## src/rtl/rv32_m_arbiter.sv

```systemverilog
// rv32_m_arbiter
// Shares one external RV32M multiply/divide unit between N_CORES execution
// stages. Each core posts a one-cycle request pulse with operands. The pulse
// is buffered per core, and the arbiter grants the unit round-robin. The
// granted request is replayed to the unit as a one-cycle enable. The unit's
// result comes back to the owning core with a one-cycle acknowledge.
//
// Ports
//   i_clk, i_rst        clock, synchronous active-low reset
//   i_core_en[k]        request pulse from core k
//   i_core_rs1/rs2/f3   per-core operands, core k at [k*XLEN +: XLEN] / [k*3 +: 3]
//   o_core_ack[k]       one-cycle result-valid pulse to core k
//   o_core_res          result, valid while any o_core_ack bit is high
//   o_core_busy[k]      core k has a request pending or in service
//   o_m_en              one-cycle enable to the M unit
//   o_m_rs1/rs2/f3      operands to the M unit, held stable until i_m_ack
//   i_m_ack, i_m_res    M unit done strobe and result
module rv32_m_arbiter #(
  parameter int N_CORES = 2,
  parameter int XLEN    = 32
) (
  input  logic                    i_clk,
  input  logic                    i_rst,
  input  logic [N_CORES-1:0]      i_core_en,
  input  logic [N_CORES*XLEN-1:0] i_core_rs1,
  input  logic [N_CORES*XLEN-1:0] i_core_rs2,
  input  logic [N_CORES*3-1:0]    i_core_f3,
  output logic [N_CORES-1:0]      o_core_ack,
  output logic [XLEN-1:0]         o_core_res,
  output logic [N_CORES-1:0]      o_core_busy,
  output logic                    o_m_en,
  output logic [XLEN-1:0]         o_m_rs1,
  output logic [XLEN-1:0]         o_m_rs2,
  output logic [2:0]              o_m_f3,
  input  logic                    i_m_ack,
  input  logic [XLEN-1:0]         i_m_res
);

  localparam int PW = (N_CORES > 1) ? $clog2(N_CORES) : 1;

  localparam logic [1:0] S_IDLE  = 2'd0;
  localparam logic [1:0] S_ISSUE = 2'd1;
  localparam logic [1:0] S_WAIT  = 2'd2;

  typedef struct packed {
    logic [XLEN-1:0] rs1;
    logic [XLEN-1:0] rs2;
    logic [2:0]      f3;
  } m_req_t;

  // ---------------------------------------------------------------------------
  // Per-core request buffers
  // ---------------------------------------------------------------------------
  m_req_t [N_CORES-1:0] core_req;
  m_req_t [N_CORES-1:0] buf_q, buf_d;
  logic   [N_CORES-1:0] pend_q, pend_d;
  logic   [N_CORES-1:0] ack_q, ack_d;

  for (genvar k = 0; k < N_CORES; k++) begin : g_core
    assign core_req[k] = {i_core_rs1[k*XLEN +: XLEN],
                          i_core_rs2[k*XLEN +: XLEN],
                          i_core_f3[k*3 +: 3]};
  end

  // A core's pending bit stays set through its own ack cycle. It clears on
  // the edge after the ack. A pulse coincident with the ack is dropped.
  always_comb begin
    pend_d = pend_q;
    buf_d  = buf_q;
    for (int k = 0; k < N_CORES; k++) begin
      if (pend_q[k]) begin
        if (ack_q[k]) pend_d[k] = 1'b0;
      end else if (i_core_en[k]) begin
        pend_d[k] = 1'b1;
        buf_d[k]  = core_req[k];
      end
    end
  end

  always_ff @(posedge i_clk) begin
    if (!i_rst) begin
      pend_q <= '0;
      buf_q  <= '0;
    end else begin
      pend_q <= pend_d;
      buf_q  <= buf_d;
    end
  end

  // ---------------------------------------------------------------------------
  // Round-robin pick: first pending index at or after rr_ptr, with wrap
  // ---------------------------------------------------------------------------
  logic [PW-1:0] rr_q, rr_d;
  logic [PW-1:0] sel;
  logic          sel_vld;
  logic [PW:0]   cand;

  always_comb begin
    sel     = '0;
    sel_vld = 1'b0;
    cand    = '0;
    for (int i = 0; i < N_CORES; i++) begin
      cand = {1'b0, rr_q} + (PW+1)'(i);
      if (cand >= (PW+1)'(N_CORES)) cand = cand - (PW+1)'(N_CORES);
      if (!sel_vld && pend_q[cand[PW-1:0]]) begin
        sel_vld = 1'b1;
        sel     = cand[PW-1:0];
      end
    end
  end

  // ---------------------------------------------------------------------------
  // Grant FSM
  // ---------------------------------------------------------------------------
  logic [1:0]      state_q, state_d;
  logic [PW-1:0]   g_q, g_d;
  m_req_t          mreq_q, mreq_d;
  logic [XLEN-1:0] res_q, res_d;

  always_comb begin
    state_d = state_q;
    g_d     = g_q;
    rr_d    = rr_q;
    mreq_d  = mreq_q;
    res_d   = res_q;
    ack_d   = '0;
    case (state_q)
      S_IDLE: begin
        // Hold off while an ack is on the wire. The served core's pending
        // bit is still set in that cycle and must not be granted again.
        if (sel_vld && (ack_q == '0)) begin
          g_d     = sel;
          mreq_d  = buf_q[sel];
          state_d = S_ISSUE;
        end
      end
      S_ISSUE: state_d = S_WAIT;
      S_WAIT: begin
        if (i_m_ack) begin
          res_d      = i_m_res;
          ack_d[g_q] = 1'b1;
          rr_d       = (g_q == PW'(N_CORES-1)) ? '0 : g_q + PW'(1);
          state_d    = S_IDLE;
        end
      end
      default: state_d = S_IDLE;
    endcase
  end

  always_ff @(posedge i_clk) begin
    if (!i_rst) begin
      state_q <= S_IDLE;
      g_q     <= '0;
      rr_q    <= '0;
      mreq_q  <= '0;
      res_q   <= '0;
      ack_q   <= '0;
    end else begin
      state_q <= state_d;
      g_q     <= g_d;
      rr_q    <= rr_d;
      mreq_q  <= mreq_d;
      res_q   <= res_d;
      ack_q   <= ack_d;
    end
  end

  // ---------------------------------------------------------------------------
  // Outputs
  // ---------------------------------------------------------------------------
  assign o_m_en      = (state_q == S_ISSUE);
  assign o_m_rs1     = mreq_q.rs1;
  assign o_m_rs2     = mreq_q.rs2;
  assign o_m_f3      = mreq_q.f3;
  assign o_core_ack  = ack_q;
  assign o_core_res  = res_q;
  assign o_core_busy = pend_q;

endmodule
```

## config.mk

```make
export PLATFORM = sky130hd
export DESIGN_NAME = rv32_m_arbiter
export DESIGN_NICKNAME = d
export VERILOG_FILES = /design/src/rtl/rv32_m_arbiter.sv
export SDC_FILE = /design/constraint.sdc
export NUM_CORES = 1
export LEC_CHECK = 0
export BUFFER_PORTS_ARGS = -buffer_cell sky130_fd_sc_hd__buf_2
export CAP_MARGIN = 20
export CORE_MARGIN = 8
export CORE_UTILIZATION = 30
export DETAILED_ROUTE_END_ITERATION = 12
export GPL_ROUTABILITY_DRIVEN = 0
export PLACE_DENSITY = 0.54
export SLEW_MARGIN = 0
export SYNTH_ARGS = -nofsm -noshare
export SYNTH_HDL_FRONTEND = slang
export SYNTH_SLANG_ARGS = --single-unit
```

## constraint.sdc

```tcl
create_clock -name i_clk -period 1.7 [get_ports i_clk]
set_input_delay 0 -clock i_clk [delete_from_list [all_inputs] [get_ports i_clk]]
set_output_delay 0 -clock i_clk [all_outputs]
set_load 0.05 [all_outputs]
```

==> run metrics <==
Worst VDD drop=0.663 mV; HPWL Detailed=19800 um; worst-skew pair later-pin latency=0.52 ns; Residual DRC=0; sequential cell area fraction in the yosys report=0.543; clk buf depth=3; pwr dens=1160 nW/um2; Avg Inst Size Synth=8.32 um2; Worst Setup Start Kind=register; TritonCTS buffer count=27; hold crit path type=in -> reg; Port Buffer Count=274; WP data required=2.12 ns; Area growth, synth to finish=51.3%; Ys Warns=0; Clock Sinks=241; Post-Synthesis Cells=1068; Max-Cap Viols=0; TritonCTS clock tree=done; Main synth FF type=dfxtp_1; CP Max Fanout=34; status=finished, final reports clean; Reg clk slew, reported paths=0.06 ns; htree depth=1; Post-CTS Setup Repair Bufs=0; layout cells sized above 1=0.241; # rows=63; core area=29400 um2; initial core utilization=0.302; mean number of vias per cell=4.83; Setup Crit Path Kind=reg -> reg; Die H=188 um; Final Skew=0.00614 ns; Final Setup Violations=0; initial antenna violation count=4; static leakage=5.59 nW; Seq cells post-synth=241; antenna-violating nets left=0; Worst setup EP type=register; final hold vios=0; num ports=275; cts repair resizes=0; dominant cell by count in the synthesized netlist=nand2_1; Cell Area, Synth=8890 um2; Tot GR Track Use=0.174; period utilization=0.885; fin util=0.457; clock root buffer master=clkbuf_16; Layout Nets=1641; DRT iter0 DRCs=448; leading area contributor after synthesis=dfxtp_1; Final WS setup=0.195 ns; Worst Tran Pin Value=0.501 ns; Mapped Nets=1239; pre-CTS setup slack=0.202 ns; vias in the first global route=9359; Routed WL per cell=17.0 um; fmax=665 MHz; Final Max Tran Viols=0; final WL=32000 um; Cell variety after synth=23; number of synthesized flops with an enable pin=0; top cells by instance count after synthesis=nand2_1 (334), dfxtp_1 (241), a21oi_1 (169); top-area cell type share of the netlist area=0.543; DR pass1 iterations=4; Area contributors post-synth=dfxtp_1 (54%), nand2_1 (14%), a21oi_1 (9.5%); routed vias=9076; Post-CTS Hold Buffers=168; crit path DAT=1.92 ns; Tmin final=1.50 ns; ys async rst share=0; chip width=188 um; maximum number of pins on one net before global-route repair=60; RSZ-0062 raised after global routing=false; Die Area=35400 um2; first-pass GRT wire length=50800 um; final hold slack=0.0416 ns; max_slew headroom=0.666; total overflow reported by the global router=0
-- power breakdown --
| group | total [W] | switching, W | leakage [nW] | internal, W |
|---|---|---|---|---|
| Clock | 0.00595 | 0.00226 | 0.453 | 0.00369 |
| Sequential | 0.00639 | 0.000283 | 1.98 | 0.00611 |
| Combinational | 0.00329 | 0.00213 | 3.16 | 0.00116 |
-- state kept, by name, indices dropped and copies added (netlist names) --
signal,flops
buf_q,134
g_q,1
o_core_ack,2
o_core_busy,2
o_core_res,32
o_m_f3,3
o_m_rs1,32
o_m_rs2,32
rr_q,1
state_q,2
-- worst max-delay path: stages, from the launching register on --
cell and delay [ns]:
dfxtp_1 0.36, nor4_4 0.40, o21ai_4 0.13, buf_12 0.20, a221oi_1 0.31
-- stage by stage --
stage	TNS (ns)	instance area (um2)	total power (W)	std cells
5_1_grt	0	13400	0.0163	1879
3_5_place_dp	0	10800	0.00952	1663
3_3_place_gp	0	10800	0.00949	1663
4_1_cts	0	13400	0.0158	1877
6_report	0	13400	0.0156	1880
2_1_floorplan	-0.471	8890	0.00843	1068
-- final cells by class --
cell class                 instances  area (um2)
antenna                            3        7.51
tap                              390         488
multi-input combinational        659        3470
inverter                          69         264
clock inverter                     7         114
timing repair buffer             472        3480
fill                            2826       16000
clock buffer                      39         801
sequential                       241        4830
-- metal layers --
metal	up-vias	GRT usage	part of all wire
li1	4471	-	-
met1	4224	0.215	0.42
met2	307	0.285	0.47
met3	72	0.0474	0.074
met4	2	0.0682	0.037
met5	-	0	0.00028
-- logic make-up (layout without fill, tap and decap cells) --
| logic type | count (synthesis) | count (layout) | share of synthesized area |
|---|---|---|---|
| AND/OR/NAND/NOR | 353 | 353 | 0.156 |
| AO/OA/AOI/OAI | 306 | 306 | 0.230 |
| flip-flops | 241 | 241 | 0.543 |
| buffers and inverters | 168 | 587 | 0.0716 |
| other | 0 | 3 | 0 |
-- worst paths after layout --
| path | depth (start not counted) | startpoint | to | slack [ns] |
|---|---|---|---|---|
| worst max-delay path | 4 | state_q[1] | o_m_rs2[22] | 0.20 |
| worst min-delay path | 5 | i_core_en[1] | buf_q[76] | 0.04 |
| worst max register to register | 4 | state_q[1] | o_m_rs2[22] | 0.20 |
| worst min register to register | 2 | o_core_res[8] | o_core_res[8] | 0.45 |
-- cell usage in the layout, fill, tap and decap left out, types with 2 or more instances in the layout --
cell / instances
buf_2: 274
nor2b_4: 3
dfxtp_2: 3
clkbuf_16: 27
clkinv_2: 3
nand2_1: 334
clkbuf_8: 8
bufinv_16: 3
a21oi_1: 169
a221oi_1: 67
o32ai_1: 67
buf_4: 14
nor3_1: 2
dfxtp_1: 238
diode_2: 3
dlygate4sd3_1: 168
nand2b_1: 3
nor2_1: 3
buf_12: 16
inv_1: 67
clkbuf_1: 4
nand2b_2: 2
Note: power is estimated with default switching activity, not from simulation.
